===== src/rtl/fifo_demo_pkg.sv =====
// rtl/fifo_demo_pkg.sv - shared state encodings and defaults for the asymmetric FIFO demo
package fifo_demo_pkg;

    typedef enum logic [1:0] {
        ST_IDLE  = 2'd0,
        ST_ARMED = 2'd1,
        ST_RUN   = 2'd2,
        ST_HALT  = 2'd3
    } chk_state_t;

    localparam logic [15:0] DEFAULT_SEED = 16'h0001;

endpackage


===== src/rtl/fifo_pattern_gen.sv =====
// rtl/fifo_pattern_gen.sv - incrementing counter pattern generator (load/advance/resync)
//  rd_clk, sys_rst_n : clock, asynchronous active-low reset
//  load              : reload the counter with SEED
//  advance           : step the counter by two half-words
//  resync            : reload from resync_half + 2
//  exp_word          : current pair of half-words, earlier one placed per LSB_FIRST
module fifo_pattern_gen
    import fifo_demo_pkg::*;
#(
    parameter int                    HALF_WIDTH = 16,
    parameter logic [HALF_WIDTH-1:0] SEED       = HALF_WIDTH'(DEFAULT_SEED),
    parameter bit                    LSB_FIRST  = 1'b1
) (
    input  logic                    rd_clk,
    input  logic                    sys_rst_n,
    input  logic                    load,
    input  logic                    advance,
    input  logic                    resync,
    input  logic [HALF_WIDTH-1:0]   resync_half,
    output logic [2*HALF_WIDTH-1:0] exp_word
);

    logic [HALF_WIDTH-1:0] exp_q;
    logic [HALF_WIDTH-1:0] exp_p1;

    // Arithmetic wraps modulo 2^HALF_WIDTH, so the pair {0x0000, 0xFFFF} is legal.
    assign exp_p1   = exp_q + HALF_WIDTH'(1);
    assign exp_word = LSB_FIRST ? {exp_p1, exp_q} : {exp_q, exp_p1};

    always_ff @(posedge rd_clk or negedge sys_rst_n) begin
        if (!sys_rst_n) begin
            exp_q <= SEED;
        end else if (load) begin
            exp_q <= SEED;
        end else if (resync) begin
            exp_q <= resync_half + HALF_WIDTH'(2);
        end else if (advance) begin
            exp_q <= exp_q + HALF_WIDTH'(2);
        end
    end

endmodule


===== config.mk =====
export PLATFORM = sky130hd
export DESIGN_NAME = fifo_pattern_gen
export DESIGN_NICKNAME = d
export VERILOG_FILES = /design/src/rtl/fifo_demo_pkg.sv /design/src/rtl/fifo_pattern_gen.sv
export SDC_FILE = /design/constraint.sdc
export NUM_CORES = 1
export LEC_CHECK = 0
export BUFFER_PORTS_ARGS = -buffer_cell sky130_fd_sc_hd__buf_2
export CORE_MARGIN = 1.5
export CORE_UTILIZATION = 40
export DETAILED_ROUTE_END_ITERATION = 7
export PLACE_DENSITY_LB_ADDON = 0.3
export SYNTH_ARGS = -nofsm -noshare
export SYNTH_HDL_FRONTEND = slang
export SYNTH_SLANG_ARGS = --single-unit

===== constraint.sdc =====
create_clock -name rd_clk -period 2.52 [get_ports rd_clk]
set_clock_uncertainty 0.2 [all_clocks]
set_input_delay 0.126 -clock rd_clk [delete_from_list [all_inputs] [get_ports rd_clk]]
set_output_delay 0.126 -clock rd_clk [all_outputs]
set_load 0.01 [all_outputs]

==> results.json <==
{
  "status": "finished, final reports clean",
  "relSlewSlack_pct": 58.4,
  "r2r_slack_ps": 350,
  "crit_family": "simple AND/OR/NAND/NOR gates",
  "die_area_sq_um": 4150,
  "insertion_delay_ps": 260,
  "fin_crit_ps": 2320,
  "leakage_nw": 0.895,
  "synthArstFlopShare_pct": 100,
  "drt-pass1-iter-count": 4,
  "synth_warnings": 0,
  "required_ps": 2190,
  "nets": 258,
  "min_period_over_period_pct": 92.0,
  "viasPerCell": 5.54,
  "synth_edf_count": 0,
  "die_h_microns": 64.4,
  "max_stage_delay_ps": 510,
  "area_growth_pct": 24.5,
  "grt_pass1_vias": 1436,
  "power_density_nw_per_um2": 392,
  "regMostFlops": "exp_q",
  "intPower_mw": 0.489,
  "crit_chain": "and3_1, nand3_1, nor3_2, nand3_1, xnor2_1, buf_2",
  "reg2reg_from": "exp_q[2]",
  "routedWlPerCell_microns": 14.3,
  "slew_viol_final": 0,
  "p_sw_mw": 0.247,
  "place_area_sq_um": 1800,
  "clock_power_share_pct": 27.9,
  "ir_worst_vdd_v": 0.000218,
  "fin_setup_tns_ps": 0,
  "worstHoldEndpoint": "exp_q[8]",
  "crit_arrival_ps": 1990,
  "syn-cell-area_sq_um": 1510,
  "grt-ovfl-total": 0,
  "instances_no_fill": 282,
  "grt_pass1_wl_microns": 6670,
  "ys_seq_area_share_pct": 26.6,
  "cts_root_buf": "clkbuf_8",
  "cp-start-kind": "register",
  "hpwl_microns": 3070,
  "cts_buffer_depth": 2,
  "gp_congestion": 0.832,
  "synthCells": 181,
  "drv_cap": 0,
  "pwr-share-seq_pct": 42.5,
  "stdcell_area_sq_um": 1880,
  "combPwrFrac_pct": 29.6,
  "row_count": 22,
  "synth_ff_type": "dfrtp_1",
  "cts.clk_slew.worst_paths_ps": 70,
  "tritoncts": "yes",
  "setup-violations-final": 0,
  "remaining_drc_errors": 0,
  "synth.avg_cell_area_sq_um": 8.34,
  "hold_path_depth": 3,
  "dp_cells": 274,
  "first_iter_violations": 88,
  "antenna_found_initial": 0,
  "grt_setup_unrepaired": "false",
  "routed_wirelength_microns": 4030,
  "cp-end-kind": "output pin",
  "crit_path_top_delay_cell": "dfrtp_1",
  "crit_buf_inv": 1,
  "crit_path_frequent_cell": "nand3_1",
  "via_count": 1562,
  "worstMarginPinSlew_ps": 621,
  "ys_seq_elements": 16,
  "start_util_pct": 41.6,
  "cts_sinks": 16,
  "dieWidth_microns": 64.4,
  "largest_reg_flops": 16,
  "cp_max_fo": 8,
  "path_class": "register to output pin",
  "max_freq_mhz": 431,
  "numCtsBuffers": 3,
  "yosysUniqueCellTypes": 47,
  "top_regs": "exp_q: 16 flops",
  "reg2reg_depth": 7,
  "worstHoldStart": "resync_half[8]",
  "grt_max_degree": 18,
  "r2r_end": "exp_q[13]",
  "drtAntennaViolNets": 0,
  "sw_frac_of_total_pct": 33.6,
  "ios": 53,
  "antenna_cells": 0,
  "htreeDepth": 1,
  "fp.coreArea_sq_um": 3630,
  "hp-class": "input port to register",
  "port_buffers": 52,
  "gr-usage-all-layers_pct": 20.5,
  "drive_gt1_share_pct": 30.8,
  "hold_violations": 0,
  "synth_nets": 204
}
cell type report:
class | instances | area (sq um)
timing repair buffer | 59 | 323
multi-input combinational | 149 | 1030
inverter | 6 | 22.5
fill | 362 | 1750
sequential | 16 | 402
clock buffer | 4 | 45.0
tap | 48 | 60.1
routing by layer:
| metal | wire, microns | track usage [%] | vias up | share of wire, % |
|---|---|---|---|---|
| met5 | 0 | 0 | - | 0 |
| met4 | 80 | 8.78 | 0 | 2.0 |
| met3 | 258 | 3.99 | 7 | 6.4 |
| met2 | 1900 | 33.1 | 61 | 47 |
| met1 | 1780 | 26.8 | 725 | 44 |
| li1 | - | - | 769 | - |
cell usage after synthesis (2+ instances only):
library cell   n  area [sq um]
nand3_1       18          90.1
nand2_1       17          63.8
dfrtp_1       15           375
xnor2_1       15           131
xor2_1        12           105
a21oi_1       10          50.1
nor2_1         9          33.8
nand4_1        7          43.8
nand3b_1       6          45.0
inv_1          5          18.8
mux2i_1        5          50.1
o21ai_1        5          25.0
and3_1         4          25.0
buf_2          4          20.0
a211oi_2       3          37.5
a21o_1         3          22.5
clkbuf_1       3          11.3
mux2_2         3          33.8
a211oi_1       2          15.0
a21oi_2        2          17.5
a31o_1         2          17.5
buf_4          2          15.0
ha_1           2          25.0
nand4b_1       2          17.5
nor3_2         2          20.0
o21ai_0        2          10.0
cells in the final DEF (no fill, tap or decap), types with 3 or more instances in the layout:
cell type      synthesis  layout
dlygate4sd3_1          0       4
nor2_1                 9       9
and3_1                 4       4
mux2i_1                5       5
inv_1                  5       5
buf_2                  4      52
mux2_2                 3       3
buf_4                  2       3
xnor2_1               15      15
xor2_1                12      12
clkbuf_8               0       3
a211oi_2               3       3
o21ai_1                5       5
nand2_1               17      17
dfrtp_1               15      15
nand4_1                7       7
a21o_1                 3       3
a21oi_1               10      10
nand3b_1               6       6
nand3_1               18      18
logic make-up (layout without fill, tap and decap cells):
group,after synthesis,count (layout),synth area share [%]
adder cells (fa/ha/maj),2,2,1.66
buffers and inverters,16,69,5.30
AO/OA/AOI/OAI,43,43,20.9
multiplexers,8,8,5.55
flip-flops,16,16,26.6
XOR/XNOR,27,27,15.7
AND/OR/NAND/NOR,69,69,24.4
through the flow:
step           setup WS, ps  hold slack (ps)  power [mW]  util (%)
2_1_floorplan           454             -370       0.445         -
4_1_cts                 193             21.4       0.744      51.8
5_1_grt                32.9             30.6       0.782      51.8
6_report                201             18.1       0.736      51.8
3_5_place_dp            384             -121       0.533      49.4
3_3_place_gp            379             -129       0.531      49.4
power groups by stage:
stage | logic [mW] | clock network, mW | registers, mW
finish | 0.218 | 0.205 | 0.313
global route | 0.239 | 0.225 | 0.318
CTS | 0.220 | 0.211 | 0.313
detailed placement | 0.215 | 0 | 0.318
global placement | 0.213 | 0 | 0.318
floorplan | 0.131 | 0 | 0.314
worst reg2reg max path, stage by stage (launching register included):
cell,delay [ps]
dfrtp_1,470
mux2_2,200
ha_1,200
inv_1,80
a21oi_2,360
nand3_1,150
xor2_1,190
a211oi_2,220
worst max-delay path by stage:
stage                   from      endpoint  slack (ps)  depth (start not counted)
floorplan             resync     exp_q[13]         450                         10
global placement    exp_q[2]      exp_q[9]         380                          7
detailed placement  exp_q[2]      exp_q[9]         380                          7
CTS                 exp_q[3]  exp_word[31]         190                          6
global route        exp_q[3]  exp_word[31]          30                          6
finish              exp_q[3]  exp_word[31]         200                          6
timing repair:
action,CTS,global route
hold buffers,4,0
setup endpoints to repair,0,0
endpoints found under the hold margin,19,0
gates resized for setup,0,0
buffers inserted,0,0
Power figures use the tool's default switching activity.
